$ cat src/rtl/pc_gen.sv
// pc_gen: fetch-stage program-counter generator.
// Produces the I-memory fetch address with a valid/ready handshake, group
// realignment for multi-instruction fetch, trap/mispredict redirects,
// halt/resume control and a registered redirect pulse for front-end flush.
// Optional build macro: PC_GEN_ALIGN_CHECK_EN adds misaligned-target
// detection (misalign / misalign_addr ports). Without it, target bits [1:0]
// are cleared.
//
// Handshake: pc_valid is high only in RUN. A request is accepted (fire) when
// pc_valid & pc_ready & ~stall; pc never changes while pc_valid=1 and fire=0,
// except when a trap or mispredict redirect overrides it.
module pc_gen #(
    parameter int              XLEN         = 32,
    parameter logic [XLEN-1:0] RESET_VECTOR = 32'h0000_0000,
    parameter logic [XLEN-1:0] TRAP_VECTOR  = 32'h0000_0004,
    parameter int              FETCH_WIDTH  = 1
) (
    input  logic                   clk,
    input  logic                   reset_n,
    input  logic                   trap,
    input  logic                   miss_pred,
    input  logic [XLEN-1:0]        new_pc,
    input  logic                   br_pred,
    input  logic [XLEN-1:0]        new_pc_pred,
    input  logic                   stall,
    input  logic                   halt_req,
    input  logic                   resume,
    input  logic                   pc_ready,
    output logic [XLEN-1:0]        pc,
    output logic                   pc_valid,
    output logic [FETCH_WIDTH-1:0] fetch_mask,
    output logic                   redirect,
    output logic                   halted,
    output logic [1:0]             state_dbg
`ifdef PC_GEN_ALIGN_CHECK_EN
    ,
    output logic                   misalign,
    output logic [XLEN-1:0]        misalign_addr
`endif
);

    localparam logic [1:0] ST_BOOT = 2'd0;
    localparam logic [1:0] ST_RUN  = 2'd1;
    localparam logic [1:0] ST_HALT = 2'd2;

    // Byte size of one fetch group and the mask that clears the in-group offset.
    localparam logic [XLEN-1:0] STEP       = XLEN'(4 * FETCH_WIDTH);
    localparam logic [XLEN-1:0] GROUP_MASK = ~(STEP - XLEN'(1));

    logic [XLEN-1:0] pc_q, pc_d;
    logic [1:0]      state_q, state_d;
    logic            redirect_q, redirect_d;
    logic            fire;
    logic [XLEN-1:0] seq_pc;
    logic [XLEN-1:0] new_pc_al;
    logic [XLEN-1:0] pred_pc_al;

`ifdef PC_GEN_ALIGN_CHECK_EN
    logic            misalign_q, misalign_d;
    logic [XLEN-1:0] misalign_addr_q, misalign_addr_d;
`else
    // Low target bits are deliberately dropped when alignment checking is off.
    logic unused_target_bits;
    assign unused_target_bits = ^{new_pc[1:0], new_pc_pred[1:0]};
`endif

    assign pc_valid   = (state_q == ST_RUN);
    assign halted     = (state_q == ST_HALT);
    assign fire       = pc_valid & pc_ready & ~stall;
    assign pc         = pc_q;
    assign redirect   = redirect_q;
    assign state_dbg  = state_q;
    // Sequential step always lands on the next group boundary; wraps modulo 2^XLEN.
    assign seq_pc     = (pc_q & GROUP_MASK) + STEP;
    assign new_pc_al  = {new_pc[XLEN-1:2], 2'b00};
    assign pred_pc_al = {new_pc_pred[XLEN-1:2], 2'b00};

    // Slot mask: slots before the in-group word offset of pc are not valid.
    generate
        if (FETCH_WIDTH == 1) begin : g_single
            assign fetch_mask = 1'b1;
        end else begin : g_group
            localparam int OFFW = $clog2(FETCH_WIDTH);
            logic [OFFW-1:0] slot_off;
            assign slot_off = pc_q[OFFW+1:2];
            for (genvar i = 0; i < FETCH_WIDTH; i++) begin : g_slot
                assign fetch_mask[i] = (OFFW'(i) >= slot_off);
            end
        end
    endgenerate

    // Next-state / next-PC selection in priority order: trap, mispredict,
    // halt request, hold without fire, predicted branch, sequential step.
    always_comb begin
        pc_d       = pc_q;
        state_d    = state_q;
        redirect_d = 1'b0;
`ifdef PC_GEN_ALIGN_CHECK_EN
        misalign_d      = 1'b0;
        misalign_addr_d = misalign_addr_q;
`endif

        // Control transitions when no misaligned target overrides them.
        // In HALT a redirect takes precedence over resume and keeps HALT.
        case (state_q)
            ST_BOOT: state_d = ST_RUN;
            ST_RUN:  if (halt_req) state_d = ST_HALT;
            ST_HALT: if (resume && !trap && !miss_pred) state_d = ST_RUN;
            default: state_d = ST_BOOT;
        endcase

        if (trap) begin
            pc_d       = TRAP_VECTOR;
            redirect_d = 1'b1;
        end else if (miss_pred) begin
`ifdef PC_GEN_ALIGN_CHECK_EN
            if (new_pc[1:0] != 2'b00) begin
                pc_d            = TRAP_VECTOR;
                redirect_d      = 1'b1;
                misalign_d      = 1'b1;
                misalign_addr_d = new_pc;
                state_d         = (state_q == ST_BOOT) ? ST_RUN : state_q;
            end else
`endif
            begin
                pc_d       = new_pc_al;
                redirect_d = 1'b1;
            end
        end else if ((state_q == ST_RUN) && !halt_req && fire) begin
            if (br_pred) begin
`ifdef PC_GEN_ALIGN_CHECK_EN
                if (new_pc_pred[1:0] != 2'b00) begin
                    pc_d            = TRAP_VECTOR;
                    redirect_d      = 1'b1;
                    misalign_d      = 1'b1;
                    misalign_addr_d = new_pc_pred;
                    state_d         = state_q;
                end else
`endif
                begin
                    pc_d = pred_pc_al;
                end
            end else begin
                pc_d = seq_pc;
            end
        end
    end

    // PC, FSM state and redirect pulse registers.
    always_ff @(posedge clk or negedge reset_n) begin
        if (!reset_n) begin
            pc_q       <= RESET_VECTOR;
            state_q    <= ST_BOOT;
            redirect_q <= 1'b0;
        end else begin
            pc_q       <= pc_d;
            state_q    <= state_d;
            redirect_q <= redirect_d;
        end
    end

`ifdef PC_GEN_ALIGN_CHECK_EN
    assign misalign      = misalign_q;
    assign misalign_addr = misalign_addr_q;

    // Misalign pulse and last offending target.
    always_ff @(posedge clk or negedge reset_n) begin
        if (!reset_n) begin
            misalign_q      <= 1'b0;
            misalign_addr_q <= '0;
        end else begin
            misalign_q      <= misalign_d;
            misalign_addr_q <= misalign_addr_d;
        end
    end
`endif

endmodule

$ cat config.mk
export PLATFORM = sky130hd
export DESIGN_NAME = pc_gen
export DESIGN_NICKNAME = d
export VERILOG_FILES = /design/src/rtl/pc_gen.sv
export SDC_FILE = /design/constraint.sdc
export NUM_CORES = 1
export LEC_CHECK = 0
export ABC_AREA = 1
export CORE_MARGIN = 1.5
export CORE_UTILIZATION = 30
export CTS_BUF_LIST = sky130_fd_sc_hd__clkbuf_4 sky130_fd_sc_hd__clkbuf_8
export CTS_CLUSTER_SIZE = 14
export DETAILED_ROUTE_END_ITERATION = 6
export GPL_TIMING_DRIVEN = 0
export PLACE_DENSITY = 0.67
export SYNTH_ARGS = -nofsm -noshare
export SYNTH_HDL_FRONTEND = slang
export SYNTH_SLANG_ARGS = --single-unit
export TNS_END_PERCENT = 5
$ cat constraint.sdc
create_clock -name clk -period 1.4 [get_ports clk]
set_clock_uncertainty 0.1 [all_clocks]
set_input_delay 0.35 -clock clk [delete_from_list [all_inputs] [get_ports clk]]
set_output_delay 0.35 -clock clk [all_outputs]
set_load 0.03 [all_outputs]
## Word-level counts from Yosys, hierarchy flattened

Cells that the tools add are included.

- Input port bits: 73
- Logic and storage cells: 30
- Register bits after elaboration: 35
- Output and inout port bits: 38

- Equality and inequality tests: 4
- Add/sub/neg operators: 1
- Reductions and logical operators: 10
- Multiplexer cells: 9
- Bitwise operators: 3

Operator list:

| cell | count |
|---|---|
| two-way mux 32 bit | 4 |
| adder 32 x 3 -> 32 bit, second input constant | 1 |
| one-hot mux 2 bit (3 select lines) | 1 |
| logical AND 1 bit | 4 |
| two-way mux 2 bit | 2 |
| zero test 1 bit | 3 |
| nonzero test 3 bit | 1 |
| bitwise AND 1 bit | 2 |
| == test 2 x 1 -> 1 bit, second input constant | 1 |
| == test 2 bit, second input constant | 1 |
| zero test 2 bit | 1 |
| two-way mux 1 bit | 2 |
| inequality test 2 x 1 -> 1 bit, second input constant | 1 |
| inequality test 2 bit, second input constant | 1 |
| AND reduction 2 bit | 1 |
| inverter 1 bit | 1 |

## Depth between registers and ports, before layout

Gate-level depths: netlist (run 1).

- Word-level depth: 7
- Gate-level depth with buffers: 11
- Mapped depth without buffers: 11

## Worst setup path before layout (run 1)

No wires, ideal clock.

- Path type: register to register
- Start point: reg pc_q[3] (netlist: pc[3])
- End point: reg pc_q[22] (netlist: pc[22])
- Slack: -351 ps
- Period minus slack after synthesis: 1751 ps
- Buffers on the path: 0
- Stages on the path, launching flop included: 11
- Data arrival time: 1533 ps
- Required time: 1183 ps
- Cell sequence: dfrtp_1 ha_1 inv_1 nor2_2 nand2_2 nor2_4 nand3_1 nand3_1 nand2_1 nand2_1 nand2_1

- Cells in the longest elaborated chain, start to end: 5

Ends and longest elaborated chain:

| item | RTL line | source |
|---|---|---|
| start, declared | 50 | `logic [XLEN-1:0] pc_q, pc_d;` |
| start signal, assigned | 156 | `pc_q <= pc_d;` |
| adder 32 x 3 -> 32 bit | 74 | `assign seq_pc = (pc_q & GROUP_MASK) + STEP;` |
| two-way mux 32 bit | 130 | `if (br_pred) begin` |
| two-way mux 32 bit | 129 | `end else if ((state_q == ST_RUN) && !halt_req && fire) begin` |
| two-way mux 32 bit | 115 | `end else if (miss_pred) begin` |
| two-way mux 32 bit | 112 | `if (trap) begin` |

No other way between the ends. The select of a mux whose other input is x is not followed.
A chain may end at the register's enable or synchronous reset.

## Final worst setup path (run 1)

- Start point: reg pc_q[11] (netlist: pc[11])
- End point: out pc[11]

RTL lines:

| item | RTL line | source |
|---|---|---|
| end, declared | 29 | `output logic [XLEN-1:0] pc,` |

No word-level cell between the ends.

==> run summary, run 1 <==
Setup repair after global routing could not meet its margin everywhere. At the end of the flow the core is filled with cells to 49.21%. The sequential cell area fraction in the yosys report is 28.95%. The worst slew margin relative to its limit is 48.84%. The final non-filler cell total came out at 725. Dividing the detail-routed wire length by the instance count gives 13.72 um. TritonCTS built the clock tree. The pin slew with the least headroom to its limit came out at 0.7673 ns. The clock reaches the later pin of the worst-skew pair after 0.29 ns. The cell count after placement came out at 702. The maximum frequency from static timing analysis came out at 0.6257 GHz. The number of antenna violations at the first check in global routing is 0. The checks that failed: negative setup slack. The final net count came out at 669. The floorplan core area is 9240 um^2. In this run, distinct cell masters in the synthesized netlist total 35. The clock edge transition at the registers on the reported setup and hold paths came out at 0.07 ns. The detail-routed via count per cell came out at 4.683. The nature of the critical path endpoint is an output port. Per report_power, the combinational group accounts for 42.2% of the total. Entering global routing, the biggest net connects 34 pins. The share of total power consumed by net switching is 39.16%. Traced cell by cell, the critical path runs through buf_4 > clkdlybuf4s15_2.

After detailed routing, the number of remaining DRC violations is 0. Power spread over the standard cell area amounts to 803.3 nW/um^2. The first routing iteration left 151 violations. Setup slack on the worst reg-to-reg path comes out at -0.18 ns. The worst setup slack before clock tree synthesis came out at -0.6942 ns. Fill cells in the final layout number 913.

The top cell types in the final layout, fill and taps aside, are 164 x sky130_fd_sc_hd__nand2_1, 66 x sky130_fd_sc_hd__nor2_1, 66 x sky130_fd_sc_hd__clkdlybuf4s50_1, 32 x sky130_fd_sc_hd__nand3_1. Summing all flip-flop and latch instances after layout gives 860.8 um^2. The peak per-stage delay on the critical path is 0.43 ns.

The worst-path maximum fanout is 3. The number of buffers added by the clock tree synthesis step is 5. The clock sink total is 33.

The number of flops mapped to enable cells by yosys came out at 0. The switching power total came out at 1.430 mW. The number of violations of the max-capacitance limit came out at 0. Setup violations remaining at the end of the flow were counted as 56.

The synthesized area per cell is 6.083 um^2. The die covers 10100 um^2. The setup path with the least slack is of type register to output port.

The first global-routing pass estimated 15610 um of wire. The global-route total usage across every layer is 19.75%. Of the total power, the clock network draws 22.7%.

Measured along the y axis, the die boundary spans 100.5 um. In the synthesized netlist, the number of instances is 469. The family with the most delay on the worst path is buffers and inverters.

Data on the critical path is required at its endpoint by 0.95 ns. Buffers placed on the I/O ports in this run total 103. The most common flop cell mapped by yosys is sky130_fd_sc_hd__dfrtp_1. The maximum resistive drop on vdd is 0.5945 mV. The max-slew violation count came out at 0.

At the end of routability-driven placement, the weighted congestion stood at 0.9212. The number of top-level pins came out at 111. The number of antenna diodes in the final layout is 0.

The count of vias placed by the detailed router is 3395. The data arrival at the endpoint of the critical path is 1.15 ns. The combined area of the multi-input logic cells came out at 1954 um^2. The post-place instance area came out at 4101 um^2. The number of synthesis warnings is 0. The share of synthesized registers carrying an async set or reset is 100.0%.

The share of the clock period used by the worst path is 114.2%. For the final routed database, the setup TNS stands at -5.462 ns. The post-route worst setup slack is -0.1981 ns. The path type of the worst min-delay path is input pin to async pin. The share of final-layout standard cells stronger than drive strength 1 came out at 27.01%. Counting flops and latches in the post-synthesis netlist gives 33. Once layout is done, the placed cells without fillers occupy 4547 um^2. The maximum buffer depth of the clock tree is 2. The initial cell density of the core came out at 30.87%. The tree is rooted in a sky130_fd_sc_hd__clkbuf_8. The flow ran to the end, but the final reports show violations. The number of global-route vias before repair is 3165. The detailed-routing iteration count for the pre-antenna-repair pass came out at 5. The horizontal die dimension came out at 100.5 um. The final critical path time including I/O delays and setup is 1.598 ns. The estimated wirelength of the detail-placed design is 7549 um. The CTS H-tree depth is 2. For this design, the slowest cell found on the critical path is sky130_fd_sc_hd__dfrtp_2. The number of core rows came out at 35. The number of nets still failing antenna checks after routing came out at 0.

Of the total power, registers draw 35.1%. STA classifies the critical path startpoint as a register. The cell area after synthesis is 2853 um^2. In this run the static leakage power is 1.976 nW.

The layout-stage area growth over the synthesis result came out at 59.39%. After detailed routing, the total wire length is 9945 um. The number of buffers and inverters on the critical path is 2. Leaving out fill and tap cells, the most frequent cell in the layout is sky130_fd_sc_hd__nand2_1. The residual overflow from global routing is 0. The internal power came out at 2.222 mW.

The final count of hold timing violations came out at 0.
-- cell usage after synthesis, drive strengths merged, types with 3 or more instances --
library cell | n | area [um^2]
nand2 | 180 | 719.4
buf | 11 | 72.57
xnor2 | 3 | 26.28
nand3 | 36 | 190.2
nor2 | 94 | 430.4
o21bai | 5 | 37.54
dfrtp | 33 | 825.8
a21oi | 28 | 140.1
o211ai | 3 | 22.52
xor2 | 5 | 43.79
o21ai | 21 | 105.1
clkbuf | 7 | 46.30
inv | 33 | 123.9
-- what timing repair did --
item                       in CTS  in global routing
hold buffers                    0                  0
gates cloned                    0                  2
setup endpoints to repair      65                 65
pin swaps                      10                  6
gates resized for setup       170                 49
setup buffers                   4                  9
hold endpoints to repair        0                  0
-- kinds of logic after synthesis --
| family | Yosys count | share of synthesized area (%) |
|---|---|---|
| and+or+nand+nor | 313 | 47.68 |
| AOI/OAI and AO/OA | 59 | 11.14 |
| buffers and inverters | 53 | 9.079 |
| DFF | 33 | 28.95 |
| xor gates and xnor gates | 8 | 2.456 |
| other | 2 | 0.2633 |
| adders and majority gates | 1 | 0.4385 |
-- final timing paths --
kind,startpoint,cells after the start,to
max in group asynchronous,reset_n,1,pc[21]$_DFFE_PN0P_
min,reset_n,1,pc[31]$_DFFE_PN0P_
min in group clk,miss_pred,3,redirect$_DFF_PN0_
max,pc[11]$_DFFE_PN0P_,2,pc[11]
min reg2reg,state_dbg[0]$_DFFE_PN0P_,1,state_dbg[0]$_DFFE_PN0P_
max reg2reg,pc[3]$_DFFE_PN0P_,10,pc[22]$_DFFE_PN0P_
-- registers in the layout, summed over array words and instances, names as in the netlist --
signal / count
state_dbg: 2
redirect: 1
pc: 30
-- cell type report --
type                    count  area share [%]
multi-input cells         385           42.98
repair buffers            117           25.40
flip-flops and latches     33           18.93
plain buffers              19           3.935
well taps                 129           3.550
inverters                  34           2.972
clock buffers               7           2.119
clock inverters             1          0.1101
-- layer usage --
metal	track usage (%)	share of wire [%]	vias up
li1	-	-	1738
met1	26.20	46	1544
met2	32.81	47	103
met3	3.606	5.8	10
met4	5.959	1.3	0
met5	0	0	-
-- per-stage QoR --
stage	power, mW	hold slack (ns)
after floorplan	2.043	-0.04559
after global placement	2.690	0.3893
after detailed placement	2.708	0.3750
after CTS	3.575	0.05689
after global routing	3.836	0.1050
final	3.652	0.02824
-- power groups by stage --
stage | Sequential [mW] | Clock [mW] | Combinational (mW)
2_1_floorplan | 1.49 | 0 | 0.558
3_3_place_gp | 1.28 | 0 | 1.41
3_5_place_dp | 1.29 | 0 | 1.42
4_1_cts | 1.28 | 0.840 | 1.45
5_1_grt | 1.31 | 0.863 | 1.66
6_report | 1.28 | 0.828 | 1.54
Note: power is estimated with default switching activity, not from simulation.
==> run 2, diff against run 1 <==
--- a/config.mk
+++ b/config.mk
@@ -8,7 +8,7 @@
 export ABC_AREA = 1
 export CORE_MARGIN = 1.5
 export CORE_UTILIZATION = 30
-export CTS_BUF_LIST = sky130_fd_sc_hd__clkbuf_4 sky130_fd_sc_hd__clkbuf_8
+export CTS_BUF_LIST = sky130_fd_sc_hd__clkbuf_4
 export CTS_CLUSTER_SIZE = 14
 export DETAILED_ROUTE_END_ITERATION = 6
 export GPL_TIMING_DRIVEN = 0
==> run 2 against run 1 <==
Compared with the run above:
- the run still ends with negative setup slack left
- cell count decreased by 0.28%
- worst setup slack better by 0.013 ns
- sequential power about the same
- design area decreased by 2.5%
- first-iteration DRC count down 6.0%
- wire length shrank 1.4%
- global-route usage barely moved
- utilization decreased by 1.2 points
- critical path type is now register to register
==> run summary, run 2 (synthesized netlist as in run 1, its figures left out) <==
The number of antenna cells inserted is 0 (unchanged). In this run the critical register-to-register path is launched from pc[3]$_DFFE_PN0P_. The final net count came to 667 (-0.30%). Leaving out fill and tap cells, the most frequent cell in the layout is sky130_fd_sc_hd__nand2_1. The clock sink total is 33 (unchanged). The detailed router's first-iteration violation count was 142 (-6.0%). The worst-path maximum fanout was 4 (+1). The global-route total usage across every layer came out at 19.80% (+0.044 points). The checks that failed: negative setup slack.

The final count of hold timing violations came out at 0 (unchanged). The reg2reg setup slack came out at -0.18 ns (about the same). The number of global-route vias before repair came out at 3148 (-0.54%). The count of port buffers added during placement is 103 (unchanged). The post-detailed-routing wire length came to 9804 um (-1.4%). The average routed wire per standard cell came to 13.56 um (-1.1%). The tree is rooted in a sky130_fd_sc_hd__clkbuf_4. The initial cell density of the core is 30.87% (unchanged).

The layout-stage area growth over the synthesis result came out at 55.39%. The worst reg-to-reg path cell count came to 9 (-1). The flip-flop count of the largest register, all copies and words added is 30 (unchanged). The number of buffers added by the clock tree synthesis step came out at 5 (unchanged).

The worst-skew pair later-pin latency came out at 0.35 ns (+0.06 ns). The vertical extent of the die came out at 100.5 um (unchanged). The maximum buffer depth of the clock tree is 2 (unchanged). The maximum resistive drop on vdd came out at 0.5773 mV (-2.9%).

The final non-filler cell total came out at 723 (-0.28%). The max-slew violation count is 0 (unchanged). The run finished, with violations left.

After detailed routing, no signal wire sits above met4. The final critical path time including I/O delays and setup is 1.585 ns (-0.01336 ns). The cell count after placement is 702 (unchanged). Leaving out fill and tap cells, the most frequent cells in the layout are 165 x sky130_fd_sc_hd__nand2_1, 67 x sky130_fd_sc_hd__clkdlybuf4s50_1, 65 x sky130_fd_sc_hd__nor2_1, 33 x sky130_fd_sc_hd__nand3_1, 30 x sky130_fd_sc_hd__dfrtp_2. The data arrival at the endpoint of the critical path came out at 1.78 ns (+0.63 ns). The CTS H-tree depth came to 2 (unchanged). The detailed route wirelength on metal2 came out at 4532 um (-3.5%). TritonCTS built the clock tree. The detailed-routing iteration count for the pre-antenna-repair pass is 6 (+1).

The estimated wirelength of the detail-placed design came to 7549 um (unchanged). The detail-routed via count per cell came to 4.582 (-2.1%). The peak per-stage delay on the critical path is 0.45 ns (+0.02 ns). The final RePlAce weighted congestion is 0.9212 (unchanged). The share of the clock period used by the worst path is 113.2% (-0.95 points).

The clock edge transition at the registers on the reported setup and hold paths came to 0.11 ns (+0.04 ns). The floorplan core area is 9240 um^2 (unchanged). The core utilization of the finished layout was 47.98% (-1.2 points). The reported leakage power is 1.910 nW (-3.3%). The power density over the cells came out at 753.9 nW/um^2 (-6.2%). The amount of wire on met3 after detailed routing came out at 440 um (-24%).

The number of antenna violations at the first check in global routing came out at 0 (unchanged). The start-to-end type of the worst setup path is register to register. The worst hold path belongs to the class input pin to async pin. The die area is 10100 um^2 (unchanged). The critical path goes through ha_4 > inv_4 > nor2_4 > nand2_2 > buf_4 > xor2_1 > o21ai_1 > nand2_1 > nand2_1.

The data required time of the critical path was 1.60 ns (+0.65 ns). The first-pass GRT wire length came out at 15580 um (-0.17%). The maximum frequency from static timing analysis is 0.6310 GHz (+0.84%). The number of setup violations in the final report is 63 (+13%). The capture instance of the worst register-to-register path is pc[10]$_DFFE_PN0P_.

The number of violations of the max-capacitance limit came to 0 (unchanged). The count of vias placed by the detailed router came to 3313 (-2.4%). The remaining design rule violation count was 0 (unchanged).

The number of nets still failing antenna checks after routing came out at 0 (unchanged). The horizontal die dimension is 100.5 um (unchanged). The nature of the critical path startpoint is a register. The nature of the critical path endpoint is a register.

The number of top-level pins came out at 111 (unchanged). By instance count, the cell type seen most on the critical path is sky130_fd_sc_hd__nand2_1. The post-route met1 wirelength is 4675 um (+3.1%).

The post-route worst setup slack came to -0.1848 ns (+0.01336 ns). The number of core rows came out at 35 (unchanged). The share of final-layout standard cells stronger than drive strength 1 came out at 26.09% (-0.92 points).

The maximum number of pins on one net before global-route repair came out at 34 (unchanged). The slowest stage of the critical path is the sky130_fd_sc_hd__dfrtp_2 cell. Setup repair after global routing could not meet its margin everywhere.

The residual overflow from global routing came to 0 (unchanged).
-- run 2: cell types whose count changed in the layout (fill, tap and decap cells not counted), moves of 3 or more --
| cell | change |
|---|---|
| sky130_fd_sc_hd__clkbuf_8 | -7 |
| sky130_fd_sc_hd__buf_4 | -8 |
| sky130_fd_sc_hd__nor2_4 | -3 |
| sky130_fd_sc_hd__nor2_2 | +4 |
| sky130_fd_sc_hd__clkbuf_4 | +6 |
| sky130_fd_sc_hd__clkdlybuf4s15_2 | +5 |
-- run 2: per-layer routing --
| metal | vias to the layer above | global-route usage [%] |
|---|---|---|
| met2 | 77 | 32.08 |
| met1 | 1501 | 26.63 |
| li1 | 1721 | - |
| met3 | 14 | 3.953 |
| met5 | - | 0 |
| met4 | 0 | 6.176 |
-- run 2: final cells by class --
type,count,area (um^2)
plain buffers,19,165.2
clock buffers,5,37.54
clock inverters,3,12.51
flip-flops and latches,33,863.3
repair buffers,116,1137
fillers,957,4807
well taps,129,161.4
inverters,34,135.1
multi-input cells,384,1921
-- run 2: how the worst max path moves through the flow --
stage	start	end	slack [ns]	depth (start not counted)
finish	pc[3]$_DFFE_PN0P_	pc[10]$_DFFE_PN0P_	-0.18	9
CTS	pc[3]$_DFFE_PN0P_	pc[22]$_DFFE_PN0P_	-0.19	11
detailed placement	br_pred	pc[6]$_DFFE_PN0P_	-0.69	6
global route	pc[12]$_DFFE_PN0P_	pc[27]$_DFFE_PN0P_	-0.30	9
floorplan	pc[3]$_DFFE_PN0P_	pc[22]$_DFFE_PN0P_	-0.12	10
global placement	reset_n	pc[19]$_DFFE_PN0P_	-1.00	1
-- run 2: metrics by stage --
stage	hold slack (ns)	cell area (um^2)	power, mW	setup TNS [ns]	setup WS, ns
after floorplan	-0.04559	2914	2.043	-2.864	-0.1217
final	0.4126	4433	3.342	-7.877	-0.1848
after CTS	0.4384	4283	3.267	-9.356	-0.1910
after detailed placement	0.3750	4101	2.708	-22.76	-0.6942
after global placement	0.3893	4106	2.690	-53.87	-1.002
after global routing	0.4544	4433	3.546	-12.53	-0.3040
-- run 2: worst max-delay path: cells and delay by family (launching register included) --
| kind | cells | cell delay [ns] |
|---|---|---|
| flip-flops | 1 | 0.45 |
| AND/OR/NAND/NOR | 4 | 0.31 |
| adder cells (fa/ha/maj) | 1 | 0.20 |
| buffers and inverters | 2 | 0.20 |
| XOR/XNOR | 1 | 0.14 |
| AO/OA/AOI/OAI | 1 | 0.14 |
-- run 2: power breakdown --
group	leakage (nW)	switching [mW]	total, mW	internal, mW
registers	0.381	0.185	1.28	1.09
clock network	0.0300	0.360	0.541	0.182
logic	1.50	0.855	1.52	0.667
-- run 2: what timing repair did --
| item | in CTS | in global routing |
|---|---|---|
| endpoints found under the hold margin | 23 | 0 |
| pin swaps | 8 | 5 |
| buffers inserted | 5 | 7 |
| endpoints found under the setup margin | 65 | 90 |
| hold buffers | 1 | 0 |
| gates resized for setup | 143 | 49 |
